**config.mk**
```make
export PLATFORM = sky130hd
export DESIGN_NAME = alu_seq_driver
export DESIGN_NICKNAME = d
export VERILOG_FILES = /design/src/rtl/alu_seq_driver.sv
export SDC_FILE = /design/constraint.sdc
export NUM_CORES = 1
export LEC_CHECK = 0
export ABC_AREA = 1
export BUFFER_PORTS_ARGS = -buffer_cell sky130_fd_sc_hd__buf_2
export CAP_MARGIN = 20
export CORE_ASPECT_RATIO = 0.75
export CORE_UTILIZATION = 61
export CTS_CLUSTER_DIAMETER = 120
export CTS_CLUSTER_SIZE = 12
export DETAILED_ROUTE_END_ITERATION = 7
export HOLD_SLACK_MARGIN = 0.02
export PLACE_DENSITY_LB_ADDON = 0.25
export SLEW_MARGIN = 0
export SYNTH_ARGS = -nofsm -noshare
export SYNTH_HDL_FRONTEND = slang
export SYNTH_SLANG_ARGS = --single-unit
```
**constraint.sdc**
```tcl
create_clock -name clk -period 5.5 [get_ports clk]
set_clock_uncertainty 0.05 [all_clocks]
set_input_delay 1.1 -clock clk [delete_from_list [all_inputs] [get_ports clk]]
set_output_delay 1.1 -clock clk [all_outputs]
set_load 0.01 [all_outputs]
```
**src/rtl/alu_seq_driver.sv**
```systemverilog
// Stimulus sequencer and golden-model checker for the 4-bit switch-driven ALU.
// Define ALU_SEQ_STOP_ON_ERR_EN to end the sweep at the first mismatching vector.
module alu_seq_driver #(
    parameter int SETTLE = 2,
    parameter int ERR_W  = 16
) (
    input  logic             clk,
    input  logic             rst,
    input  logic             start,
    output logic [15:0]      sw_out,
    input  logic [15:0]      ledr_in,
    output logic             busy,
    output logic             done,
    output logic             pass,
    output logic [ERR_W-1:0] err_cnt,
    output logic [15:0]      fail_sw,
    output logic [15:0]      fail_ledr
);

    localparam logic [2:0] S_IDLE  = 3'd0;
    localparam logic [2:0] S_DRIVE = 3'd1;
    localparam logic [2:0] S_WAIT  = 3'd2;
    localparam logic [2:0] S_CHECK = 3'd3;
    localparam logic [2:0] S_DONE  = 3'd4;

    localparam logic [3:0]  WAIT_LAST = 4'(SETTLE - 1);
    localparam logic [10:0] IDX_LAST  = 11'h7FF;

    logic [2:0]  state;
    logic [10:0] idx;
    logic [3:0]  wait_cnt;

    logic [3:0]  a;
    logic [3:0]  b;
    logic [2:0]  func;
    logic [4:0]  add5;
    logic [4:0]  sub5;
    logic [15:0] exp_word;
    logic [15:0] cmp_mask;
    logic        mismatch;

    // The model works off the registered switch word, so it always matches what the ALU sees.
    assign a    = sw_out[3:0];
    assign b    = sw_out[7:4];
    assign func = sw_out[10:8];

    // NOTE: every signal assigned in always_comb gets a default first so no latch is inferred.
    always_comb begin
        add5     = {1'b0, a} + {1'b0, b};
        sub5     = {1'b0, a} + {1'b0, ~b} + 5'd1;
        exp_word = '0;
        cmp_mask = 16'hFC00;
        case (func)
            3'b000: begin
                exp_word[4:0] = add5;
                exp_word[5]   = (a[3] == b[3]) && (add5[3] != a[3]);
                cmp_mask[9:0] = '1;
            end
            3'b001: begin
                exp_word[4:0] = sub5;
                exp_word[5]   = (a[3] != b[3]) && (sub5[3] != a[3]);
                cmp_mask[9:0] = '1;
            end
            3'b010: begin
                exp_word[9:6] = ~a;
                cmp_mask[9:6] = '1;
            end
            3'b011: begin
                exp_word[9:6] = a & b;
                cmp_mask[9:6] = '1;
            end
            3'b100: begin
                exp_word[9:6] = a | b;
                cmp_mask[9:6] = '1;
            end
            3'b101: begin
                exp_word[9:6] = a ^ b;
                cmp_mask[9:6] = '1;
            end
            3'b110: begin
                exp_word[6] = $signed(a) < $signed(b);
                cmp_mask[6] = 1'b1;
            end
            default: begin
                exp_word[6] = (a == b);
                cmp_mask[6] = 1'b1;
            end
        endcase
        mismatch = |((ledr_in ^ exp_word) & cmp_mask);
    end

    // NOTE: sequential state uses non-blocking assignments so every register samples pre-edge values.
    always_ff @(posedge clk) begin
        if (rst) begin
            state     <= S_IDLE;
            idx       <= '0;
            wait_cnt  <= '0;
            sw_out    <= '0;
            err_cnt   <= '0;
            fail_sw   <= '0;
            fail_ledr <= '0;
        end else begin
            case (state)
                S_IDLE, S_DONE: begin
                    if (start) begin
                        idx       <= '0;
                        err_cnt   <= '0;
                        fail_sw   <= '0;
                        fail_ledr <= '0;
                        state     <= S_DRIVE;
                    end
                end
                S_DRIVE: begin
                    sw_out   <= {5'b0, idx};
                    wait_cnt <= '0;
                    state    <= S_WAIT;
                end
                S_WAIT: begin
                    if (wait_cnt == WAIT_LAST) begin
                        state <= S_CHECK;
                    end else begin
                        wait_cnt <= wait_cnt + 4'd1;
                    end
                end
                S_CHECK: begin
                    if (mismatch) begin
                        if (err_cnt != '1) begin
                            err_cnt <= err_cnt + ERR_W'(1);
                        end
                        if (err_cnt == '0) begin
                            fail_sw   <= sw_out;
                            fail_ledr <= ledr_in;
                        end
                    end
`ifdef ALU_SEQ_STOP_ON_ERR_EN
                    if (mismatch || idx == IDX_LAST) begin
`else
                    if (idx == IDX_LAST) begin
`endif
                        state <= S_DONE;
                    end else begin
                        idx   <= idx + 11'd1;
                        state <= S_DRIVE;
                    end
                end
                default: state <= S_IDLE;
            endcase
        end
    end

    // Status flags decode straight from the state register, so reset clears them with it.
    assign busy = (state == S_DRIVE) || (state == S_WAIT) || (state == S_CHECK);
    assign done = (state == S_DONE);
    assign pass = done && (err_cnt == '0);

endmodule

```
==> impl_results.md <==
- # rows: 26
- GRT Total Usage: around a third
- Max-cap violations: 0
- Ys async rst share: 0%
- Final wirelength: 12.37 mm
- H-tree Lvls: 3
- Largest net degree at the start of global routing: slightly below 60
- Root buffer cell: clkbuf_8
- Worst Path Class, Setup: reg2reg
- # IOs: 86
- Final Setup Violations: 0
- CTS resizes: 0
- Nets@finish: roughly 800
- Area after DPL: 4882 um2
- Die W: slightly above 100 um
- Slew Viols, Final: 0
- CTS tree: built
- Layout area overhead: 10.82%
- Post-layout minimum cycle time: 3.808 ns
- CP Launch Point: sw_out[1]
- Ys Warns: 0
- Final period util: between 60 and 70%
- Wire per inst: about 14 um
- Synth area leaders: dfxtp_1 (31%), nand2_1 (13%), nor2_1 (9.8%)
- Number of synthesized register bits: 72
- Worst vdd ir: 211.9 uV
- Port Buffers: 75
- RD Place Congestion: approximately 0.98
- Highest Clock Rate: 0.2626 GHz
- DP HPWL: about 8.9 mm
- Antenna viol nets, final: 0
- Die Ht: between 70 and 80 um
- Hold-fix buffer count after cts: 0
- Rel. slew slack: 33.12%
- Seq/Total Area, Yosys: roughly a third
- DRC: 0
- 1st-pass router iterations: 5
- Post-Syn Instances: 730
- Initial Util: 65.33%
- Synth cell types: between 40 and 50
- Critical R2R Launch: sw_out[1]
- CTS max path bufs: 2
- Critical path fanouts, max: slightly below 60
- Pwr/cell area: between 300 and 400 nW/um2
- Reg clk slew, reported paths: around 0.08 ns
- Routed vias/inst: around 5.6
- P_leak: approximately 2.5 nW
- Syn Std Cell Area: between 4000 and 5000 um2
- Ratio of cells with drive above 1 in the final layout: between 10% and 20%
- Vias in the first global route: 4310
- Area of the multi-input gates: approximately 2600 um2
- R2R Path End: fail_ledr[10]
- Post-synth top area share: about a third
- R2r setup slk: 1.69 ns
- Worst r2r path cells: 15
- Critical Path End: fail_ledr[10]
- DR iter-0 viols: 526
- Postcts setup bufs: 0
- TNS Setup: 0 ns
- Clk Latency, worst-skew pair: approximately 0.34 ns
- Total grt overflow: 0
- Worst EP arrival: 3.99 ns
- Critical path launch point type: register
- Hold Path Origin: fail_ledr[15]
- DR vias: about 5000
- CTS buffer count: 9
- Initial antenna violation count: 0
- Finished Cell Area: 5087 um2
- Register Area: ~1400 um2
- CTS sink count: 72
- Die area: ~8000 um2
- Tot Pwr: 1.916 mW
- First-pass GRT wire length: between 20 and 25 mm
- Worst-Margin Slew: 0.9997 ns
- Endpoint class of the critical path: register
- Post-synth top area cell: dfxtp_1
- Status: completed
- EDFF count, synth: 0
- Final hold vios: 0
- Fillers: 606
- Syn Area/Cell: 6.289 um2
- N_diodes: 0
- Worst hold path type: reg2reg
- Top FF cell, synth: dfxtp_1
- RSZ-0062 raised after global routing: no
- Area of the core region: between 7000 and 8000 um2
- Worst Path Required: around 5.7 ns
==> Yosys cell counts, drive strengths merged, types with 2 or more instances <==
cell type / n
xnor2: 3
nor4: 2
or2: 2
o21ai: 21
nor2: 124
nand4: 12
buf: 31
xor2: 2
nor3: 13
o211ai: 3
ha: 17
dfxtp: 72
a21oi: 55
o21bai: 4
a31oi: 2
a211oi: 3
clkbuf: 12
fa: 2
o21a: 3
nand3: 74
inv: 93
nand2: 168
nand3b: 5
==> state kept, by name, indices dropped and copies added (netlist names) <==
name / flops
err_cnt: 16
fail_ledr: 16
fail_sw: 11
idx: 11
sw_out: 11
wait_cnt: 4
state: 3
==> critical path: stages, from the launching register on <==
cell and delay, ns:
dfxtp_1 0.58, inv_1 0.18, fa_1 0.52, nand3b_1 0.19, nand2_1 0.12, nand2_1 0.07, nand3_1 0.07, nand2_1 0.05
nand3_1 0.07, nor2_1 0.04, nand2_1 0.05, nand2_1 0.06, nand2_2 0.73, nand2_2 0.54, nor2_1 0.26, nor2_1 0.07
==> worst min-delay path by stage <==
| stage | to | slack (ns) | depth (start not counted) |
|---|---|---|---|
| 2_1_floorplan | idx[3] | 0.41 | 1 |
| 3_3_place_gp | fail_ledr[11] | 0.41 | 2 |
| 3_5_place_dp | fail_ledr[15] | 0.41 | 2 |
| 4_1_cts | fail_ledr[15] | 0.43 | 2 |
| 5_1_grt | fail_ledr[2] | 0.46 | 2 |
| 6_report | fail_ledr[15] | 0.43 | 2 |
==> layout by cell type, fill, tap and decap left out, types with 2 or more instances in the layout <==
cell type and n:
a211oi_1 3, a21oi_1 54, a31oi_1 2, buf_2 75, buf_4 3, clkbuf_8 10
clkinvlp_4 2, conb_1 10, dfxtp_1 72, fa_1 2, ha_1 17, inv_1 89
inv_2 4, nand2_1 164, nand2_2 4, nand3_1 73, nand3b_1 5, nand4_1 12
nor2_1 120, nor2_2 4, nor3_1 12, nor4_1 2, o211ai_1 3, o21a_1 3
o21ai_0 20, o21bai_1 4, xnor2_1 3, xor2_1 2
==> layout make-up <==
cell class | count | area share, %
Sequential cell | 72 | 28.33
Clock inverter | 6 | 1.328
Timing Repair Buffer | 78 | 7.821
Tap cell | 98 | 2.410
Inverter | 93 | 6.862
Multi-Input combinational cell | 531 | 50.54
Clock buffer | 10 | 2.705
==> through the flow <==
| stage | setup slack (ns) | hold slack [ns] | std cells | util (%) |
|---|---|---|---|---|
| 5_1_grt | 1.324 | 0.4640 | 888 | 72.40 |
| 3_5_place_dp | 1.781 | 0.4123 | 872 | 69.48 |
| 4_1_cts | 1.763 | 0.4330 | 888 | 72.40 |
| 3_3_place_gp | 1.930 | 0.4092 | 872 | 69.48 |
| 6_report | 1.692 | 0.4277 | 888 | 72.40 |
| 2_1_floorplan | 3.091 | 0.4054 | 739 | - |
==> power breakdown <==
part	switching, mW	internal, mW	total (mW)
logic	0.490	0.275	0.765
registers	0.112	0.610	0.722
clock network	0.205	0.223	0.428
==> cells by family after synthesis <==
kind of cell             Yosys count  synth area share (%)
AO/OA/AOI/OAI                     94                 11.28
XOR/XNOR                           5                0.9541
adder cells (fa/ha/maj)           19                 5.506
buffers and inverters            136                 13.33
flip-flops                        72                 31.40
other                              1               0.08169
AND/OR/NAND/NOR                  403                 37.45
==> layer usage <==
layer,routed length [um],GRT usage (%),share of wire (%),up-vias
met1,5367,43.16,43,2228
li1,-,-,-,2412
met4,265,10.71,2.1,0
met2,5488,50.34,44,267
met3,1246,7.019,10,34
met5,0,0,0,-
No activity file was read; power rests on OpenSTA's default activity.
